==> src/rtl/irq_ctl_pkg.sv <==
// Shared constants and types for the interrupt controller.
package irq_ctl_pkg;

  // Register word indices.
  localparam logic [5:0] REG_PENDING   = 6'd0;
  localparam logic [5:0] REG_ENABLE    = 6'd1;
  localparam logic [5:0] REG_MODE      = 6'd2;
  localparam logic [5:0] REG_THRESHOLD = 6'd3;
  localparam logic [5:0] REG_CLAIM     = 6'd4;
  localparam logic [5:0] REG_PRIO_BASE = 6'd8;

  localparam int MAX_SRC = 31;

  // Gateway state per source.
  typedef enum logic [1:0] {
    GW_IDLE = 2'd0,
    GW_PEND = 2'd1,
    GW_SERV = 2'd2
  } gw_state_e;

  // ID width: IDs run 0 (none) .. NUM_SRC, so NUM_SRC+1 distinct codes are
  // needed, hence $clog2(NUM_SRC+1). With NUM_SRC <= 31 this is at most 5.
  function automatic int id_width(input int num_src);
    return $clog2(num_src + 1);
  endfunction

endpackage

==> src/rtl/irq_gateway.sv <==
// Per-source gateway: two-flop synchronizer, rising-edge detect, and the
// IDLE/PEND/SERV state machine with a separate edge-mode pending bit.
module irq_gateway
  import irq_ctl_pkg::*;
(
  input  logic      clk,
  input  logic      rst,
  input  logic      src,        // asynchronous request line
  input  logic      mode,       // 1 = edge, 0 = level
  input  logic      claim,      // this source won a CLAIM read
  input  logic      complete,   // COMPLETE write naming this source
  input  logic      mode_chg,   // MODE bit for this source is being changed
  output logic      pending,
  output gw_state_e state       // exposed for debug and SERV qualification
);

  logic [1:0] sync_q;
  logic       prev_q;
  logic       lvl;
  logic       rise;
  logic       pend_q;
  logic       pend_d;
  gw_state_e  state_d;

  assign lvl  = sync_q[1];
  assign rise = lvl & ~prev_q;

  // Synchronizer and edge-detect history.
  always_ff @(posedge clk) begin
    if (rst) begin
      sync_q <= 2'b00;
      prev_q <= 1'b0;
    end else begin
      sync_q <= {sync_q[0], src};
      prev_q <= lvl;
    end
  end

  // Next-state and pending-bit logic.
  always_comb begin
    pend_d  = pend_q;
    state_d = state;
    // Edge mode: a new rising edge wins over a claim clear in the same cycle.
    if (mode) begin
      pend_d = rise | (pend_q & ~claim);
      if (mode_chg) pend_d = 1'b0;
    end else begin
      pend_d = 1'b0;
    end
    case (state)
      GW_SERV: begin
        if (complete) state_d = (mode && pend_d) ? GW_PEND : GW_IDLE;
      end
      default: begin
        if (claim)      state_d = GW_SERV;
        else if (mode)  state_d = pend_d ? GW_PEND : GW_IDLE;
        else            state_d = lvl ? GW_PEND : GW_IDLE;
        // A mode change drops pending without touching in-service state.
        if (mode_chg && !claim) state_d = GW_IDLE;
      end
    endcase
  end

  // State register.
  always_ff @(posedge clk) begin
    if (rst) begin
      state  <= GW_IDLE;
      pend_q <= 1'b0;
    end else begin
      state  <= state_d;
      pend_q <= pend_d;
    end
  end

  assign pending = mode ? pend_q : (state == GW_PEND);

endmodule

==> src/rtl/irq_ctl.sv <==
// Interrupt controller: register file, per-source gateways, combinational
// priority arbiter and registered exti output.
// Register access: reg_wr / reg_rd are single-cycle strobes with no
// backpressure; when both are high the write is dropped. Read data appears
// on reg_rdata the cycle after reg_rd and holds until the next read.
module irq_ctl
  import irq_ctl_pkg::*;
#(
  parameter int NUM_SRC = 8,
  parameter int PRIO_W  = 3
) (
  input  logic               clk,
  input  logic               rst,
  input  logic [NUM_SRC-1:0] src,
  input  logic [5:0]         reg_addr,
  input  logic               reg_wr,
  input  logic               reg_rd,
  input  logic [31:0]        reg_wdata,
  output logic [31:0]        reg_rdata,
  output logic               exti
);

  localparam int ID_W = id_width(NUM_SRC);

  logic [NUM_SRC-1:0] enable_q;
  logic [NUM_SRC-1:0] mode_q;
  logic [PRIO_W-1:0]  thresh_q;
  logic [PRIO_W-1:0]  prio_q [NUM_SRC];

  logic [NUM_SRC-1:0] pending;
  logic [NUM_SRC-1:0] in_serv;
  logic [NUM_SRC-1:0] eligible;
  logic [NUM_SRC-1:0] claim_vec;
  logic [NUM_SRC-1:0] complete_vec;
  logic [NUM_SRC-1:0] mode_chg;
  gw_state_e          gw_state [NUM_SRC];

  logic [NUM_SRC-1:0] win_vec;
  logic [ID_W-1:0]    win_id;
  logic [PRIO_W-1:0]  win_prio;
  logic               win_any;
  logic               wr_en;
  logic               rd_claim;
  logic [31:0]        rdata_d;

  assign wr_en    = reg_wr & ~reg_rd;
  assign rd_claim = reg_rd && (reg_addr == REG_CLAIM);

  // Per-source strobes derived from register accesses.
  always_comb begin
    complete_vec = '0;
    mode_chg     = '0;
    for (int i = 0; i < NUM_SRC; i++) begin
      complete_vec[i] = wr_en && (reg_addr == REG_CLAIM) && (reg_wdata == 32'(i + 1));
      mode_chg[i]     = wr_en && (reg_addr == REG_MODE) && (reg_wdata[i] != mode_q[i]);
    end
  end

  genvar g;
  generate
    for (g = 0; g < NUM_SRC; g++) begin : gen_gw
      irq_gateway u_gw (
        .clk      (clk),
        .rst      (rst),
        .src      (src[g]),
        .mode     (mode_q[g]),
        .claim    (claim_vec[g]),
        .complete (complete_vec[g]),
        .mode_chg (mode_chg[g]),
        .pending  (pending[g]),
        .state    (gw_state[g])
      );
      assign in_serv[g] = (gw_state[g] == GW_SERV);
    end
  endgenerate

  // Arbiter: highest priority wins, strict '>' keeps ties on the lowest index.
  always_comb begin
    eligible = '0;
    win_vec  = '0;
    win_id   = '0;
    win_prio = '0;
    win_any  = 1'b0;
    for (int i = 0; i < NUM_SRC; i++) begin
      eligible[i] = pending[i] & enable_q[i] & ~in_serv[i] & (prio_q[i] > thresh_q);
      if (eligible[i] && (!win_any || (prio_q[i] > win_prio))) begin
        win_any  = 1'b1;
        win_prio = prio_q[i];
        win_id   = ID_W'(i + 1);
        win_vec  = '0;
        win_vec[i] = 1'b1;
      end
    end
  end

  assign claim_vec = rd_claim ? win_vec : '0;

  // Writable registers.
  always_ff @(posedge clk) begin
    if (rst) begin
      enable_q <= '0;
      mode_q   <= '0;
      thresh_q <= '0;
      for (int i = 0; i < NUM_SRC; i++) prio_q[i] <= '0;
    end else if (wr_en) begin
      if (reg_addr == REG_ENABLE)    enable_q <= reg_wdata[NUM_SRC-1:0];
      if (reg_addr == REG_MODE)      mode_q   <= reg_wdata[NUM_SRC-1:0];
      if (reg_addr == REG_THRESHOLD) thresh_q <= reg_wdata[PRIO_W-1:0];
      for (int i = 0; i < NUM_SRC; i++) begin
        if (reg_addr == REG_PRIO_BASE + 6'(i)) prio_q[i] <= reg_wdata[PRIO_W-1:0];
      end
    end
  end

  // Read data mux; unmapped indices and unimplemented bits read 0.
  always_comb begin
    rdata_d = '0;
    case (reg_addr)
      REG_PENDING:   rdata_d = 32'(pending);
      REG_ENABLE:    rdata_d = 32'(enable_q);
      REG_MODE:      rdata_d = 32'(mode_q);
      REG_THRESHOLD: rdata_d = 32'(thresh_q);
      REG_CLAIM:     rdata_d = win_any ? 32'(win_id) : 32'd0;
      default: begin
        for (int i = 0; i < NUM_SRC; i++) begin
          if (reg_addr == REG_PRIO_BASE + 6'(i)) rdata_d = 32'(prio_q[i]);
        end
      end
    endcase
  end

  // Registered read data and interrupt request; a claimed winner is masked
  // so exti drops on the cycle after the claim.
  always_ff @(posedge clk) begin
    if (rst) begin
      reg_rdata <= '0;
      exti      <= 1'b0;
    end else begin
      if (reg_rd) reg_rdata <= rdata_d;
      exti <= |(eligible & ~claim_vec);
    end
  end

endmodule
==> config.mk <==
export PLATFORM = sky130hd
export DESIGN_NAME = irq_ctl
export DESIGN_NICKNAME = d
export VERILOG_FILES = /design/src/rtl/irq_ctl_pkg.sv /design/src/rtl/irq_gateway.sv /design/src/rtl/irq_ctl.sv
export SDC_FILE = /design/constraint.sdc
export NUM_CORES = 1
export LEC_CHECK = 0
export ABC_AREA = 1
export BUFFER_PORTS_ARGS = -buffer_cell sky130_fd_sc_hd__buf_4
export CORE_MARGIN = 1.5
export CORE_UTILIZATION = 55
export DETAILED_ROUTE_END_ITERATION = 8
export MAX_ROUTING_LAYER = met4
export PLACE_DENSITY_LB_ADDON = 0.05
export SYNTH_ARGS = -nofsm -noshare
export SYNTH_HDL_FRONTEND = slang
export SYNTH_SLANG_ARGS = --single-unit
export TNS_END_PERCENT = 30
==> constraint.sdc <==
create_clock -name clk -period 11.4 [get_ports clk]
set_input_delay 2.28 -clock clk [delete_from_list [all_inputs] [get_ports clk]]
set_output_delay 2.28 -clock clk [all_outputs]
set_load 0.02 [all_outputs]
==> flow_summary.toml, run 1 <==
[worst_setup_path]
slowest_delay_ns = 0.34
path_class = "flip-flop to flip-flop"
cp_common_cell = "nand2_1"
cp_slowest_cell = "ha_1"
r2r_setup_slack_ns = 1.17
worstPathMaxFanout = 11
startpoint_type = "flip-flop"
crit_required_ns = 11.63
critPathCaptureType = "flip-flop"
r2r_cells = 70
worstPathArrival_ns = 10.46

[timing]
timing.final.hold_violations = 0
min_period_ns = 10.23
clock.fmax_mhz = 97.8
worst_pin_slew_ns = 0.760
skew_ns = 0.0103
maxSlewViolCount = 0
fin_crit_sh_pct = 89.7
whs_ns = 0.403
setup_tns_ns = 0
final-setup-viol-count = 0
fin_ws_ns = 1.17
slew_headroom_pct = 49.2
rsz0062_at_grt = "no"

[logic_synthesis]
yosysWarnings = 0
netlist_area_um2 = 6550
synth-seq-cells = 100
synth-main-ff-cell = "dfxtp_1"
postSynthCellCount = 905
synthDistinctLibCells = 52
synth_edf_count = 24
avgSynthCellArea_um2 = 7.24
synthArstFlopShare_pct = 0
ys_seq_area_share_pct = 34.2

[cts]
clk_latency_ns = 0.36
cts_max_level = 3
cts_made_buffers = 9
cts_sinks = 100
cts_tree = "yes"
ctsHoldBuffers = 0
clock_path_buffers = 2
cts_root_buffer = "clkbuf_16"
cts_repair_resize_count = 0
path_clk_slew_ns = 0.08
cts_setup_buffers = 0

[die]
coreArea_um2 = 11500
dieArea_um2 = 12600
die_h_um = 112
die_x_um = 112
num_io_pins = 83
start_util_pct = 56.9
rows = 39

[route]
ant_nets = 0
routed_wl_um = 17600
vias = 6137
drt_iter0_drc = 383
viasPerCell = 5.54
dr.pass1.iters = 8
routedWlPerCell_um = 15.9
drc = 8

[placed_design]
hpwl_um = 13800
place.gp.congestion = 0.951
portBuffers = 58
place_ws_ns = 1.40

[power_and_ir_drop]
ir_drop_mv = 0.105
powerDensity_nw_per_um2 = 109
p_leak_nw = 3.32

[run_status]
violations = "DRC"
status = "complete, but fails checks"

[finish]
drive_gt1_share_pct = 16.6
areaGrowthSynthToFinish_pct = 12.1
post-route-util_pct = 63.7
nNetsFinal = 1055
n_antenna_cell = 0

[hold_path]
hold_path.class = "flip-flop to flip-flop"
hold_path_depth = 2

[global_route]
grt_max_degree = 56
grt_pass1_wl_um = 28600
antenna_found_initial = 0
grt_pass1_vias = 5824
grt_use_total_pct = 29.8
overflow = 0

[run]
maxCapViolCount = 0
## area by class of cell
type                    count  area (um2)
fillers                  1041        4180
multi-input cells         656        3640
flip-flops and latches    100        2240
inverters                 134         508
repair buffers             59         443
clock buffers               9         225
well taps                 143         179
clock inverters             7         100
## worst max-delay path, delay by kind of cell (launching register included)
family / cells / cell delay [ns]
simple gates: 39 / 4.14
buf+inv: 6 / 0.75
compound gates: 17 / 2.37
flops: 1 / 0.32
fa+ha+maj: 8 / 2.50
## state kept, by name, summed over array words and instances (netlist names)
register / count
thresh_q: 3
gen_gw.u_gw.pend_q: 8
mode_q: 8
exti: 1
gen_gw.u_gw.state: 16
prio_q: 24
gen_gw.u_gw.sync_q: 16
reg_rdata: 8
enable_q: 8
gen_gw.u_gw.prev_q: 8
## stage by stage
stage / instance area, um2 / std cells / power [mW]
after floorplan: 6640 / 928 / 0.443
after global placement: 7010 / 1092 / 0.467
after detailed placement: 7010 / 1092 / 0.470
after CTS: 7340 / 1108 / 0.802
after global routing: 7340 / 1108 / 0.826
final: 7340 / 1108 / 0.798
## worst paths after layout
check                             end                startpoint
min          gen_gw[2].u_gw.sync_q[1]  gen_gw[2].u_gw.sync_q[0]
max                              exti               thresh_q[2]
min reg2reg  gen_gw[2].u_gw.sync_q[1]  gen_gw[2].u_gw.sync_q[0]
max reg2reg                      exti               thresh_q[2]
## Yosys cell counts (3+ instances only)
master	n	area share, %
a21oi_2	3	0.40
nand2_4	7	1.2
dfxtp_1	76	23
nor2_4	6	1.0
o21ai_1	10	0.76
buf_2	3	0.23
nand4_1	21	2.0
and2_1	3	0.29
nand3_1	51	3.9
nor4_1	4	0.38
buf_1	3	0.17
ha_1	45	8.6
clkbuf_1	7	0.40
inv_2	12	0.69
edfxtp_1	24	11
nand3_2	14	2.1
nor2_2	5	0.48
a21oi_1	61	4.7
o21ai_0	53	4.0
o21ai_2	12	1.6
nand2_2	14	1.3
buf_4	24	2.8
nor2_1	116	6.6
o211ai_1	4	0.46
nand2_1	162	9.3
a221oi_1	3	0.40
a21boi_0	3	0.34
or2_2	6	0.57
inv_1	119	6.8
nor3_1	6	0.46
## report_power, final
| part | switching [mW] | internal (mW) | total, mW |
|---|---|---|---|
| logic | 0.0519 | 0.0293 | 0.0812 |
| registers | 0.00888 | 0.373 | 0.381 |
| clock network | 0.157 | 0.179 | 0.335 |
## cells in the final DEF, fill, tap and decap left out, types with 3 or more instances in the layout
master and count:
buf_4 59, inv_1 119, nor2_1 116, ha_1 45
nor3_1 6, or2_2 6, a21oi_2 3, nor2_4 6
o21ai_0 53, clkbuf_16 9, nand2_2 14, edfxtp_1 24
and2_1 3, nand4_1 21, nor4_1 4, nor2_2 5
o21ai_2 12, nand3_2 14, o211ai_1 4, nand2_1 162
conb_1 24, dfxtp_1 76, o21ai_1 10, a221oi_1 3
a21boi_0 3, nand3_1 51, nand2_4 7, a21oi_1 61
inv_2 12
## layer usage
layer	routed length, um	global-route usage (%)	up-vias
li1	-	-	3059
met2	8630	50.2	188
met5	0	-	-
met1	7800	36.8	2855
met4	421	11.4	0
met3	751	3.78	35
## cell families (layout without fill, tap and decap cells)
family | after synthesis | in the layout | share of synthesized area (%)
compound gates | 165 | 165 | 14.6
other cells | 1 | 24 | 0.0573
buf+inv | 172 | 209 | 11.5
flops | 100 | 100 | 34.2
fa+ha+maj | 45 | 45 | 8.60
simple gates | 422 | 422 | 31.0
Power figures use the tool's default switching activity.
==> run 2, diff against run 1 <==
--- a/config.mk
+++ b/config.mk
@@ -12,6 +12,7 @@
 export DETAILED_ROUTE_END_ITERATION = 8
 export MAX_ROUTING_LAYER = met4
 export PLACE_DENSITY_LB_ADDON = 0.05
+export REMOVE_ABC_BUFFERS = 1
 export SYNTH_ARGS = -nofsm -noshare
 export SYNTH_HDL_FRONTEND = slang
 export SYNTH_SLANG_ARGS = --single-unit
==> constraint.sdc (replaced) <==
create_clock -name clk -period 10.56 [get_ports clk]
set_input_delay 2.112 -clock clk [delete_from_list [all_inputs] [get_ports clk]]
set_output_delay 2.112 -clock clk [all_outputs]
set_load 0.02 [all_outputs]
==> run 2 against run 1 <==
Highest routed layer unchanged. Die area unchanged. Routed wire length rose by 3.0%. Critical path type unchanged. The flow still finishes with violations (DRC). Combinational power rose by 9.2%.
==> flow_summary.toml, run 2 (same netlist as run 1, synthesis figures left out) <==
[route]
drt_iter0_drc = 583
ant_nets = 0
dr.pass1.iters = 9
viasPerCell = 5.58
vias = 6285
routedWlPerCell_um = 16.1
routed_wl_um = 18100
drc = 9

[placed_design]
place_area_um2 = 7010
place.gp.congestion = 0.922
dp.cells = 1091
portBuffers = 58
hpwl_um = 13800

[power_and_ir_drop]
power_mw = 0.828
powerDensity_nw_per_um2 = 111
p_leak_nw = 3.39
ir_drop_mv = 0.131

[worst_setup_path]
path_buf_inv = 9
crit_family = "simple AND/OR/NAND/NOR gates"
crit_required_ns = 10.77
slowest_delay_ns = 0.37
cp_common_cell = "nand2_1"
worstPathArrival_ns = 9.87
r2r_end = "exti"
reg2reg_from = "thresh_q[1]"
cp_slowest_cell = "dfxtp_2"
critPathCaptureType = "flip-flop"
startpoint_type = "flip-flop"
worstPathMaxFanout = 10
r2r_cells = 71
path_class = "flip-flop to flip-flop"
r2r_setup_slack_ns = 0.90

[cts]
clock_path_buffers = 2
path_clk_slew_ns = 0.08
clk_latency_ns = 0.37
cts_sinks = 100
ctsHoldBuffers = 0
cts_made_buffers = 9
cts_max_level = 3
cts_tree = "yes"
cts_root_buffer = "clkbuf_16"

[finish]
n_antenna_cell = 0
areaGrowthSynthToFinish_pct = 14.0
regMostFlops = "prio_q"
reg_top3 = "prio_q x24, gen_gw.u_gw.state x16, gen_gw.u_gw.sync_q x16"
layout_common_cells = "162 x nand2_1, 116 x inv_1, 116 x nor2_1"
final_common_cell = "nand2_1"
stdcell_area_um2 = 7470
n_fill_cell = 1040
largest_reg_flops = 24
drive_gt1_share_pct = 18.9
nNetsFinal = 1074
stdcell_count = 1127

[timing]
maxSlewViolCount = 0
whs_ns = 0.403
min_period_ns = 9.66
slew_headroom_pct = 20.3
final-setup-viol-count = 0
worst_pin_slew_ns = 1.19
fin_crit_sh_pct = 91.5
setup_tns_ns = 0
clock.fmax_mhz = 104
timing.final.hold_violations = 0
skew_ns = 0.0142

[run]
maxCapViolCount = 0

[hold_path]
hold_path_depth = 2
hold_path.class = "flip-flop to flip-flop"
min_to = "gen_gw[3].u_gw.sync_q[1]"
holdCritStartpoint = "gen_gw[3].u_gw.sync_q[0]"

[global_route]
antenna_found_initial = 0
grt_use_total_pct = 30.5
grt_pass1_vias = 6071
grt_max_degree = 56
grt_pass1_wl_um = 29400
overflow = 0

[die]
start_util_pct = 56.9
dieArea_um2 = 12600
die_h_um = 112
coreArea_um2 = 11500
die_x_um = 112
rows = 39
num_io_pins = 83

[run_status]
status = "complete, but fails checks"
violations = "DRC"
==> run 2: changes by cell type in the layout (fill, tap and decap cells not counted), sizes merged <==
cell and delta:
clkbuf +1, bufinv -1, inv -1, buf +18
clkinvlp +2
==> run 2: repair_timing <==
| action | 4_1_cts | 5_1_grt |
|---|---|---|
| resized for setup | 0 | 10 |
| setup buffers | 0 | 20 |
| endpoints found under the setup margin | 0 | 29 |
==> run 2: how the worst max path moves through the flow <==
| stage | from | endpoint | slack [ns] | cells past startpoint |
|---|---|---|---|---|
| detailed placement | thresh_q[2] | exti | 0.60 | 69 |
| global route | thresh_q[1] | exti | -0.02 | 71 |
| floorplan | thresh_q[2] | exti | 1.88 | 69 |
| finish | thresh_q[1] | exti | 0.90 | 71 |
| global placement | thresh_q[2] | exti | 1.08 | 69 |
| CTS | thresh_q[2] | exti | 0.61 | 69 |
==> run 2: routing by layer <==
layer / vias up / global-route usage (%) / part of all wire (%) / wire, um
met5: - / - / 0 / 0
met2: 252 / 50.9 / 47 / 8560
met3: 52 / 3.19 / 5.7 / 1040
met1: 2875 / 37.2 / 44 / 7940
li1: 3106 / - / - / -
met4: 0 / 14.6 / 3.2 / 588
==> run 2: worst min-delay path, delay by kind of cell, from the launching register on <==
family	cells	cell delay, ns
DFF	1	0.30
and+or+nand+nor	1	0.03
buffers and inverters	1	0.04
==> run 2: per-stage QoR <==
stage	utilization [%]	setup slack (ns)
floorplan	-	1.88
global placement	60.8	1.08
detailed placement	60.8	0.605
CTS	63.3	0.606
global route	64.8	-0.0164
finish	64.8	0.901
==> run 2: power by group <==
part	switching (mW)	internal, mW
clock network	0.164	0.164
logic	0.0568	0.0319
registers	0.00964	0.402
total	0.230	0.598
==> run 2: layout make-up <==
type / instances / area (um2) / area share [%]
sequential: 100 / 2250 / 30.1
tap: 143 / 179 / 2.40
timing repair buffer: 78 / 586 / 7.84
inverter: 134 / 515 / 6.90
clock buffer: 9 / 225 / 3.02
clock inverter: 7 / 53.8 / 0.721
multi-input combinational: 656 / 3660 / 49.0
==> run 3, diff against run 2 <==
--- a/config.mk
+++ b/config.mk
@@ -7,8 +7,10 @@
 export LEC_CHECK = 0
 export ABC_AREA = 1
 export BUFFER_PORTS_ARGS = -buffer_cell sky130_fd_sc_hd__buf_4
+export CELL_PAD_IN_SITES_DETAIL_PLACEMENT = 0
+export CELL_PAD_IN_SITES_GLOBAL_PLACEMENT = 2
 export CORE_MARGIN = 1.5
-export CORE_UTILIZATION = 55
+export CORE_UTILIZATION = 33
 export DETAILED_ROUTE_END_ITERATION = 8
 export MAX_ROUTING_LAYER = met4
 export PLACE_DENSITY_LB_ADDON = 0.05
==> run 3 against run 2 <==
Cell area grew 3.0%. Via count fell by 3.6%. Global-route usage down 9.3 points. The run now ends clean. Largest power group unchanged.
==> flow_summary.toml, run 3 (same netlist as run 1, synthesis figures left out) <==
[die]
rows = 51
die_x_um = 144
dieArea_um2 = 20700
coreArea_um2 = 19500
start_util_pct = 33.7
num_io_pins = 83
die_h_um = 144

[worst_setup_path]
startpoint = "prio_q[0][0]"
startpoint_type = "flip-flop"
critPathCaptureType = "flip-flop"
r2r_setup_slack_ns = 0.95
crit_required_ns = 10.79
path_class = "flip-flop to flip-flop"
worstPathMaxFanout = 10
slowest_delay_ns = 0.42
cp_slowest_cell = "edfxtp_1"
cp_common_cell = "nand2_1"
worstPathArrival_ns = 9.84
reg2reg_from = "prio_q[0][0]"

[route]
routed_wl_um = 20700
drt_iter0_drc = 388
viasPerCell = 4.86
vias = 6060
routedWlPerCell_um = 16.6
ant_nets = 0
drc = 0
dr.pass1.iters = 5

[timing]
final-setup-viol-count = 0
timing.final.hold_violations = 0
worst_pin_slew_ns = 0.881
clock.fmax_mhz = 104
min_period_ns = 9.61
maxSlewViolCount = 0
skew_ns = 0.0158
fin_crit_sh_pct = 91.0
slew_headroom_pct = 41.1

[placed_design]
place.gp.congestion = 0.849
place_area_um2 = 7170
hpwl_um = 16100
portBuffers = 58

[cts]
cts_root_buffer = "clkbuf_16"
cts_tree = "yes"
clk_latency_ns = 0.37
clock_path_buffers = 2
cts_sinks = 100
cts_made_buffers = 9
cts_max_level = 3
path_clk_slew_ns = 0.08

[global_route]
grt_pass1_wl_um = 31900
grt_use_total_pct = 21.2
grt_pass1_vias = 5833
grt_max_degree = 56
antenna_found_initial = 0
overflow = 0

[finish]
largest_reg_flops = 24
stdcell_area_um2 = 7690
regMostFlops = "prio_q"
final_common_cell = "nand2_1"
drive_gt1_share_pct = 18.8
n_antenna_cell = 0
areaGrowthSynthToFinish_pct = 17.4
layout_common_cells = "160 x nand2_1, 116 x inv_1, 116 x nor2_1"
nNetsFinal = 1072
reg_top3 = "prio_q x24, gen_gw.u_gw.state x16, gen_gw.u_gw.sync_q x16"

[run]
maxCapViolCount = 0

[power_and_ir_drop]
clkPwrFrac_pct = 44.3
switching_share_pct = 27.7
combPwrFrac_pct = 10.0
power_mw = 0.902
p_int_mw = 0.652
switchingPower_mw = 0.249
p_leak_nw = 3.41
pwr-share-seq_pct = 45.7
powerDensity_nw_per_um2 = 117
ir_drop_mv = 0.0769

[run_status]
status = "finished, final reports clean"

[hold_path]
holdCritStartpoint = "gen_gw[3].u_gw.sync_q[0]"
hold_path.class = "flip-flop to flip-flop"
run 3: changes by cell type in the layout (fill, tap and decap cells not counted), moves of 2 or more:
cell       before  now
bufinv_16       0    2
clkinv_2        2    0
clkinv_8        0    2
inv_6           3    1
nand2_1       162  160
nand2_2        14   16
o21ai_0        53   51
o21ai_1        10   12
run 3: per-layer routing:
layer / track usage, % / part of all wire, %
met2: 34.8 / 47
met3: 2.77 / 3.1
met4: 7.73 / 1.9
met1: 26.7 / 48
met5: - / 0
run 3: critical path, delay by kind of cell, from the launching register on:
kind | cells | cell delay [ns]
simple gates | 36 | 3.57
flops | 1 | 0.42
fa+ha+maj | 8 | 2.38
compound gates | 18 | 2.29
buf+inv | 8 | 0.74
run 3: cell type report:
| cell class | count | area, um2 |
|---|---|---|
| fillers | 2065 | 11800 |
| multi-input cells | 656 | 3670 |
| flip-flops and latches | 100 | 2240 |
| repair buffers | 76 | 571 |
| inverters | 134 | 515 |
| well taps | 265 | 332 |
| clock buffers | 9 | 225 |
| clock inverters | 7 | 129 |
run 3: repair_timing:
action / CTS / global route
setup endpoints to repair: 0 / 29
gates resized for setup: 0 / 16
hold buffers: 0 / 0
buffers inserted: 0 / 16
run 3: path summary, 6_finish.rpt:
kind,end,depth (start not counted)
worst max-delay path,gen_gw[1].u_gw.pend_q,70
worst min-delay path,gen_gw[3].u_gw.sync_q[1],2
worst max register to register,gen_gw[1].u_gw.pend_q,70
worst min register to register,gen_gw[3].u_gw.sync_q[1],2
run 3: through the flow:
step / worst slack (ns) / util (%) / hold slack, ns / TNS, ns / std cells
6_report: 0.955 / 39.5 / 0.403 / 0 / 1247
5_1_grt: -0.0125 / 39.5 / 0.419 / -0.0189 / 1247
4_1_cts: 0.558 / 38.7 / 0.403 / 0 / 1231
3_5_place_dp: 0.611 / 36.9 / 0.392 / 0 / 1215
3_3_place_gp: 0.919 / 36.9 / 0.390 / 0 / 1215
2_1_floorplan: 1.88 / - / 0.388 / 0 / 890
run 3: power groups by stage:
| stage | clock network, mW | logic, mW | registers (mW) |
|---|---|---|---|
| final | 0.399 | 0.0902 | 0.412 |
| after CTS | 0.410 | 0.0903 | 0.412 |
| after global placement | 0 | 0.0879 | 0.421 |
| after global routing | 0.421 | 0.103 | 0.413 |
| after floorplan | 0 | 0.0520 | 0.416 |
| after detailed placement | 0 | 0.0900 | 0.421 |
